## src/rtl/resp_capture_pkg.sv

```systemverilog
// Shared types and helpers for the response-capture MISR block: state encoding,
// default feedback polynomial and the single-step MISR update used by RTL and bench.
package resp_capture_pkg;

  typedef enum logic [1:0] {IDLE, CAPTURE, DONE} cap_state_t;

  localparam int MISR_MAX_W = 32;
  localparam logic [15:0] DEFAULT_SIG_POLY = 16'h1021;

  // One MISR step on the low 'width' bits: shift left, fold the feedback taps
  // in when the outgoing MSB is set, then XOR the new data word in.
  function automatic logic [MISR_MAX_W-1:0] misr_next(
    input logic [MISR_MAX_W-1:0] sig,
    input logic [MISR_MAX_W-1:0] data,
    input logic [MISR_MAX_W-1:0] poly,
    input int                    width
  );
    logic [MISR_MAX_W-1:0] mask;
    logic [MISR_MAX_W-1:0] fb;
    mask = (width >= MISR_MAX_W) ? '1 : ((MISR_MAX_W'(1) << width) - MISR_MAX_W'(1));
    fb   = sig[5'(width - 1)] ? poly : '0;
    return ((sig << 1) ^ fb ^ data) & mask;
  endfunction

endpackage

```

## src/rtl/resp_fifo.sv

```systemverilog
// Synchronous record FIFO with wrap-bit pointers; 'clr' empties it synchronously
// and takes priority over push/pop. A push into a full FIFO succeeds only with a pop.
module resp_fifo #(
  parameter int DATA_W = 5,
  parameter int DEPTH  = 16
) (
  input  logic              clk,
  input  logic              rst_n,
  input  logic              clr,
  input  logic              push,
  input  logic [DATA_W-1:0] push_data,
  input  logic              pop,
  output logic [DATA_W-1:0] pop_data,
  output logic              full,
  output logic              empty
);

  localparam int AW = $clog2(DEPTH);

  logic [AW:0]       wr_ptr;
  logic [AW:0]       rd_ptr;
  logic [DATA_W-1:0] mem [DEPTH];
  logic              do_push;
  logic              do_pop;

  assign empty   = (wr_ptr == rd_ptr);
  assign full    = (wr_ptr[AW] != rd_ptr[AW]) && (wr_ptr[AW-1:0] == rd_ptr[AW-1:0]);
  assign do_pop  = pop && !empty;
  assign do_push = push && (!full || do_pop);

  always_ff @(posedge clk or negedge rst_n) begin
    if (!rst_n) begin
      wr_ptr <= '0;
      rd_ptr <= '0;
    end else if (clr) begin
      wr_ptr <= '0;
      rd_ptr <= '0;
    end else begin
      if (do_push) wr_ptr <= wr_ptr + 1'b1;
      if (do_pop)  rd_ptr <= rd_ptr + 1'b1;
    end
  end

  // Storage carries no reset; the head is forced to zero while empty instead.
  always_ff @(posedge clk) begin
    if (do_push && !clr) mem[wr_ptr[AW-1:0]] <= push_data;
  end

  assign pop_data = empty ? '0 : mem[rd_ptr[AW-1:0]];

endmodule

```

## src/rtl/resp_capture_misr.sv

```systemverilog
// Response capture: MISR compaction, sweep counter and raw-record FIFO.
// Optional golden truth-table compare is enabled by defining RESP_GOLDEN_CMP_EN.
module resp_capture_misr
  import resp_capture_pkg::*;
#(
  parameter int               VEC_W      = 4,
  parameter int               SIG_W      = 16,
  parameter logic [SIG_W-1:0] SIG_POLY   = SIG_W'(DEFAULT_SIG_POLY),
  parameter int               FIFO_DEPTH = 16,
  parameter logic [SIG_W-1:0] GOLDEN_SIG = '0
) (
  input  logic             CK,
  input  logic             reset,
  input  logic             start,
  input  logic             in_valid,
  input  logic [VEC_W-1:0] in_vec,
  input  logic             in_resp,
  output logic             in_ready,
  output logic             out_valid,
  output logic [VEC_W:0]   out_data,
  input  logic             out_ready,
  output logic [SIG_W-1:0] sig,
  output logic [VEC_W:0]   vec_count,
  output logic             done,
  output logic             pass,
  output logic             overflow
`ifdef RESP_GOLDEN_CMP_EN
  ,
  input  logic [2**VEC_W-1:0] golden_tt,
  output logic [VEC_W:0]      mism_count,
  output logic [VEC_W-1:0]    first_mism_vec,
  output logic                first_mism_valid
`endif
);

  localparam logic [VEC_W:0] FULL_COUNT = {1'b1, {VEC_W{1'b0}}};

  cap_state_t       state;
  cap_state_t       state_nxt;
  logic             accept;
  logic             last_accept;
  logic             fifo_full;
  logic             fifo_empty;
  logic             fifo_pop;
  logic             mism_ok;
  logic [SIG_W-1:0] sig_nxt;

  assign accept      = in_valid && in_ready;
  assign last_accept = accept && (vec_count == FULL_COUNT - 1'b1);
  assign fifo_pop    = out_ready && !fifo_empty;
  assign out_valid   = !fifo_empty;

  assign sig_nxt = SIG_W'(misr_next(MISR_MAX_W'(sig), MISR_MAX_W'({in_vec, in_resp}),
                                    MISR_MAX_W'(SIG_POLY), SIG_W));

  always_ff @(posedge CK or negedge reset) begin
    if (!reset) state <= IDLE;
    else        state <= state_nxt;
  end

  always_comb begin
    state_nxt = state;
    if (start) begin
      state_nxt = CAPTURE;
    end else begin
      case (state)
        CAPTURE: if (last_accept) state_nxt = DONE;
        default: state_nxt = state;
      endcase
    end
  end

  always_comb begin
    in_ready = (state == CAPTURE);
    done     = (state == DONE);
  end

  // start outranks a same-cycle accept, so that pair never reaches the MISR.
  always_ff @(posedge CK or negedge reset) begin
    if (!reset) begin
      sig       <= '0;
      vec_count <= '0;
      overflow  <= 1'b0;
    end else if (start) begin
      sig       <= '0;
      vec_count <= '0;
      overflow  <= 1'b0;
    end else if (accept) begin
      sig       <= sig_nxt;
      vec_count <= vec_count + 1'b1;
      if (fifo_full && !fifo_pop) overflow <= 1'b1;
    end
  end

`ifdef RESP_GOLDEN_CMP_EN
  logic resp_mism;
  assign resp_mism = (in_resp != golden_tt[in_vec]);

  always_ff @(posedge CK or negedge reset) begin
    if (!reset) begin
      mism_count       <= '0;
      first_mism_vec   <= '0;
      first_mism_valid <= 1'b0;
    end else if (start) begin
      mism_count       <= '0;
      first_mism_vec   <= '0;
      first_mism_valid <= 1'b0;
    end else if (accept && resp_mism) begin
      mism_count <= mism_count + 1'b1;
      if (!first_mism_valid) begin
        first_mism_vec   <= in_vec;
        first_mism_valid <= 1'b1;
      end
    end
  end

  assign mism_ok = (mism_count == '0);
`else
  assign mism_ok = 1'b1;
`endif

  assign pass = done && (sig == GOLDEN_SIG) && mism_ok;

  // The logger never stalls compaction: a full FIFO just drops the record.
  resp_fifo #(
    .DATA_W(VEC_W + 1),
    .DEPTH (FIFO_DEPTH)
  ) u_fifo (
    .clk      (CK),
    .rst_n    (reset),
    .clr      (start),
    .push     (accept),
    .push_data({in_vec, in_resp}),
    .pop      (fifo_pop),
    .pop_data (out_data),
    .full     (fifo_full),
    .empty    (fifo_empty)
  );

endmodule

```

## config.mk

```make
export PLATFORM = sky130hd
export DESIGN_NAME = resp_capture_misr
export DESIGN_NICKNAME = d
export VERILOG_FILES = /design/src/rtl/resp_capture_pkg.sv /design/src/rtl/resp_fifo.sv /design/src/rtl/resp_capture_misr.sv
export SDC_FILE = /design/constraint.sdc
export NUM_CORES = 1
export LEC_CHECK = 0
export CAP_MARGIN = 25
export CELL_PAD_IN_SITES_DETAIL_PLACEMENT = 1
export CELL_PAD_IN_SITES_GLOBAL_PLACEMENT = 2
export CORE_UTILIZATION = 42
export DETAILED_ROUTE_END_ITERATION = 6
export PLACE_DENSITY = 0.88
export REMOVE_ABC_BUFFERS = 1
export SLEW_MARGIN = 0
export SYNTH_ARGS = -nofsm -noshare
export SYNTH_HDL_FRONTEND = slang
export SYNTH_SLANG_ARGS = --single-unit
```

## constraint.sdc

```tcl
create_clock -name CK -period 2.54 [get_ports CK]
set_input_delay 0.508 -clock CK [delete_from_list [all_inputs] [get_ports CK]]
set_output_delay 0.508 -clock CK [all_outputs]
set_load 0.05 [all_outputs]
```

==> metrics <==
Seq cells post-synth=~110; Unique masters post-synth=46; Post-DRT Antenna Nets=0; unrepaired setup endpoints after global routing=true; CP endpoint=out_data[0]; fin crit share=101%; Port Buffer Count=40; Total GRT Usage=about a quarter; placed cell area=roughly 5600 um^2; Final WS setup=-22.3 ps; DR WL/cell=23.1 um; fraction of layout cells with a size suffix above 1=a little over a quarter; Mapped Area=4920 um^2; Worst slew margin=59.9%; total CTS buffers=17; drt first-iter violations=162; CTS Sinks=114; post-synthesis sequential area ratio=approximately two thirds; Worst EP required=2030 ps; CORE AREA=11400 um^2; Synth Instances=329; Boundary Pins=41; post-synth top area cell=edfxtp_1; antenna cells=0; DR vias/cell=about 5.6; CTS clk-pin slew, worst paths=50 ps; global-route wire length before repair=20.0 mm; ranking of synthesized cells by area=edfxtp_1, dfrtp_1, mux4_2; worst-skew pair later-pin latency=420 ps; GR peak layer=met2; met2 Track Usage GR=between 30% and 40%; Setup crit start kind=register; Clock Root Buffer=clkbuf_16; Worst Setup SP=u_fifo.rd_ptr[1]; Die Area=approximately 12000 um^2; Slew @ Worst Pin=600 ps; Post-synth EDFFs=80; asr flop ratio synth=29.8%; die width=110 um; Top cell by count, worst path=buf_6; Max IR drop VDD=around 540 uV; fillers=1102; fin. max-slew vios=0; flop2flop setup slack=190 ps; worst min path class=primary input to async pin; clk buf depth=2; Max Clock Skew=roughly 9.2 ps; maximum clock frequency=slightly below 0.4 GHz; Post-Layout Cell Count=around 560; vias in the first global route=3375; Reg2Reg Launch Point=u_fifo.wr_ptr[2]; DR vias=slightly above 3000; H-tree depth=4; Inst Count DP=519; Critical R2R Capture=u_fifo.mem[0][3]; Static Leak=about 0.0023 uW; final design area excluding fillers=6370 um^2; DRC violations left=0; status=complete, but fails checks; MaxCap Viol Count=0; final hold vios=0; post-DP HPWL=around 8.3 mm; most frequent cell after synthesis=edfxtp_1; Synth Area per Inst=roughly 15 um^2; CTS tree=done; final setup violation count=1; crit-path cells=buf_6 -> mux4_2 -> o22ai_2 -> nor3_2 -> buf_6; crit-path max FO=6; initial antenna violation count=0; gpl congestion=0.771; Synth-to-Final Area Change=29.3%; slowest CP cell=mux4_2; Synth warnings=0; synth cell count leaders=edfxtp_1, dfrtp_1, nand2_1, nor2_1, mux4_2; P per Cell Area=around 860 nW/um^2; Die H=110 um; WS Path Type=register to output port; nets@finish=approximately 420; met1 global-route usage=between 20 and 30%; Congestion Overflow GR=0; top-area cell type share of the netlist area=48.8%; CP Capture Type=output port; Worst EP arrival=2050 ps; FP Rows=39; largest net degree at the start of global routing=35; fin crit period=2560 ps; failing checks=setup timing; Reg2Reg Depth=6; Initial Utilization=43.1%; met3 usage=5.58%; Most used DFF post-synth=edfxtp_1; crit-path max cell delay=540 ps; total wire length=~13 mm; 1st-pass router iterations=4
==> critical path: cells and delay by family, from the launching register on <==
| kind | cells | cell delay, ps |
|---|---|---|
| compound gates | 1 | 230 |
| buf+inv | 2 | 320 |
| flops | 1 | 470 |
| mux | 1 | 540 |
| simple gates | 1 | 70 |
==> final cells by class <==
type / instances / area, um^2 / share of cell area (%)
Inverter: 5 / 18.8 / 0.295
Clock buffer: 20 / 437 / 6.86
Multi-Input combinational cell: 190 / 1640 / 25.7
Timing Repair Buffer: 71 / 678 / 10.6
Clock inverter: 12 / 164 / 2.57
Tap cell: 143 / 179 / 2.81
Sequential cell: 114 / 3260 / 51.1
==> what timing repair did <==
item	CTS	global route
endpoints found under the setup margin	6	6
cloned	1	0
buffers inserted	3	0
pin swaps	3	3
gates resized for setup	15	18
hold buffers	0	0
==> worst min-delay path by stage <==
stage	start	end	slack, ps	cells past startpoint
2_1_floorplan	reset	overflow	210	0
3_5_place_dp	state[0]	state[0]	520	1
3_3_place_gp	state[0]	state[0]	490	1
6_report	reset	sig[6]	500	2
5_1_grt	state[0]	state[0]	550	1
4_1_cts	reset	sig[6]	510	2
==> stage by stage <==
step | hold WS, ps | total power (uW) | TNS (ps) | setup WS, ps | utilization [%]
after floorplan | 212 | 2590 | -16510 | -569 | -
after global placement | 491 | 2870 | 0 | 157 | 48.9
after detailed placement | 518 | 2890 | 0 | 76.5 | 48.9
after CTS | 514 | 5420 | -11.8 | -10.2 | 55.1
after global routing | 551 | 5620 | -215 | -70.7 | 55.8
final | 503 | 5460 | -22.3 | -22.3 | 55.8
==> where the power goes <==
group	switching [uW]	internal [uW]	total, uW	leakage [uW]
registers	45.2	2030	2080	0.00117
logic	549	401	950	0.000853
clock network	808	1620	2430	0.000293
total	1400	4060	5460	0.00232
==> cell families after synthesis <==
group	after synthesis	synth area share (%)
AO/OA/AOI/OAI	41	5.18
buffers and inverters	26	2.64
AND/OR/NAND/NOR	98	10.6
multiplexers	24	10.0
adder cells (fa/ha/maj)	7	1.78
XOR/XNOR	19	3.68
flip-flops	114	66.1
==> cell usage in the layout, fill, tap and decap left out, types with 2 or more instances in the layout <==
cell type and instances:
mux2_2 2, clkdlybuf4s50_1 33, and3_1 7, nor3_2 4, xnor2_1 13, dfrtp_2 4, dfrtp_1 30, o22ai_2 4
clkinv_1 2, xor2_2 2, o22ai_1 2, a211oi_1 8, o22ai_4 2, clkinv_2 4, buf_12 2, edfxtp_1 80
buf_6 10, nand2b_1 2, ha_1 7, nor2b_1 6, nor4_1 4, clkbuf_16 17, bufinv_16 4, mux4_2 20
xor2_1 4, buf_4 26, clkbuf_1 3, inv_1 4, and4_1 6, nor2_1 24, nand4_1 5, a21oi_1 16
nand2_1 28, a211oi_2 2
==> routing by layer <==
| metal | vias to the layer above | part of all wire [%] |
|---|---|---|
| li1 | 1384 | - |
| met3 | 21 | 4.7 |
| met1 | 1602 | 41 |
| met4 | 0 | 2.2 |
| met2 | 100 | 52 |
| met5 | - | 0 |
==> state kept, by name, summed over array words and instances, names as in the netlist <==
signal         count
u_fifo.mem        80
state              2
u_fifo.wr_ptr      5
overflow           1
u_fifo.rd_ptr      5
sig               16
vec_count          5
Power figures use the tool's default switching activity.
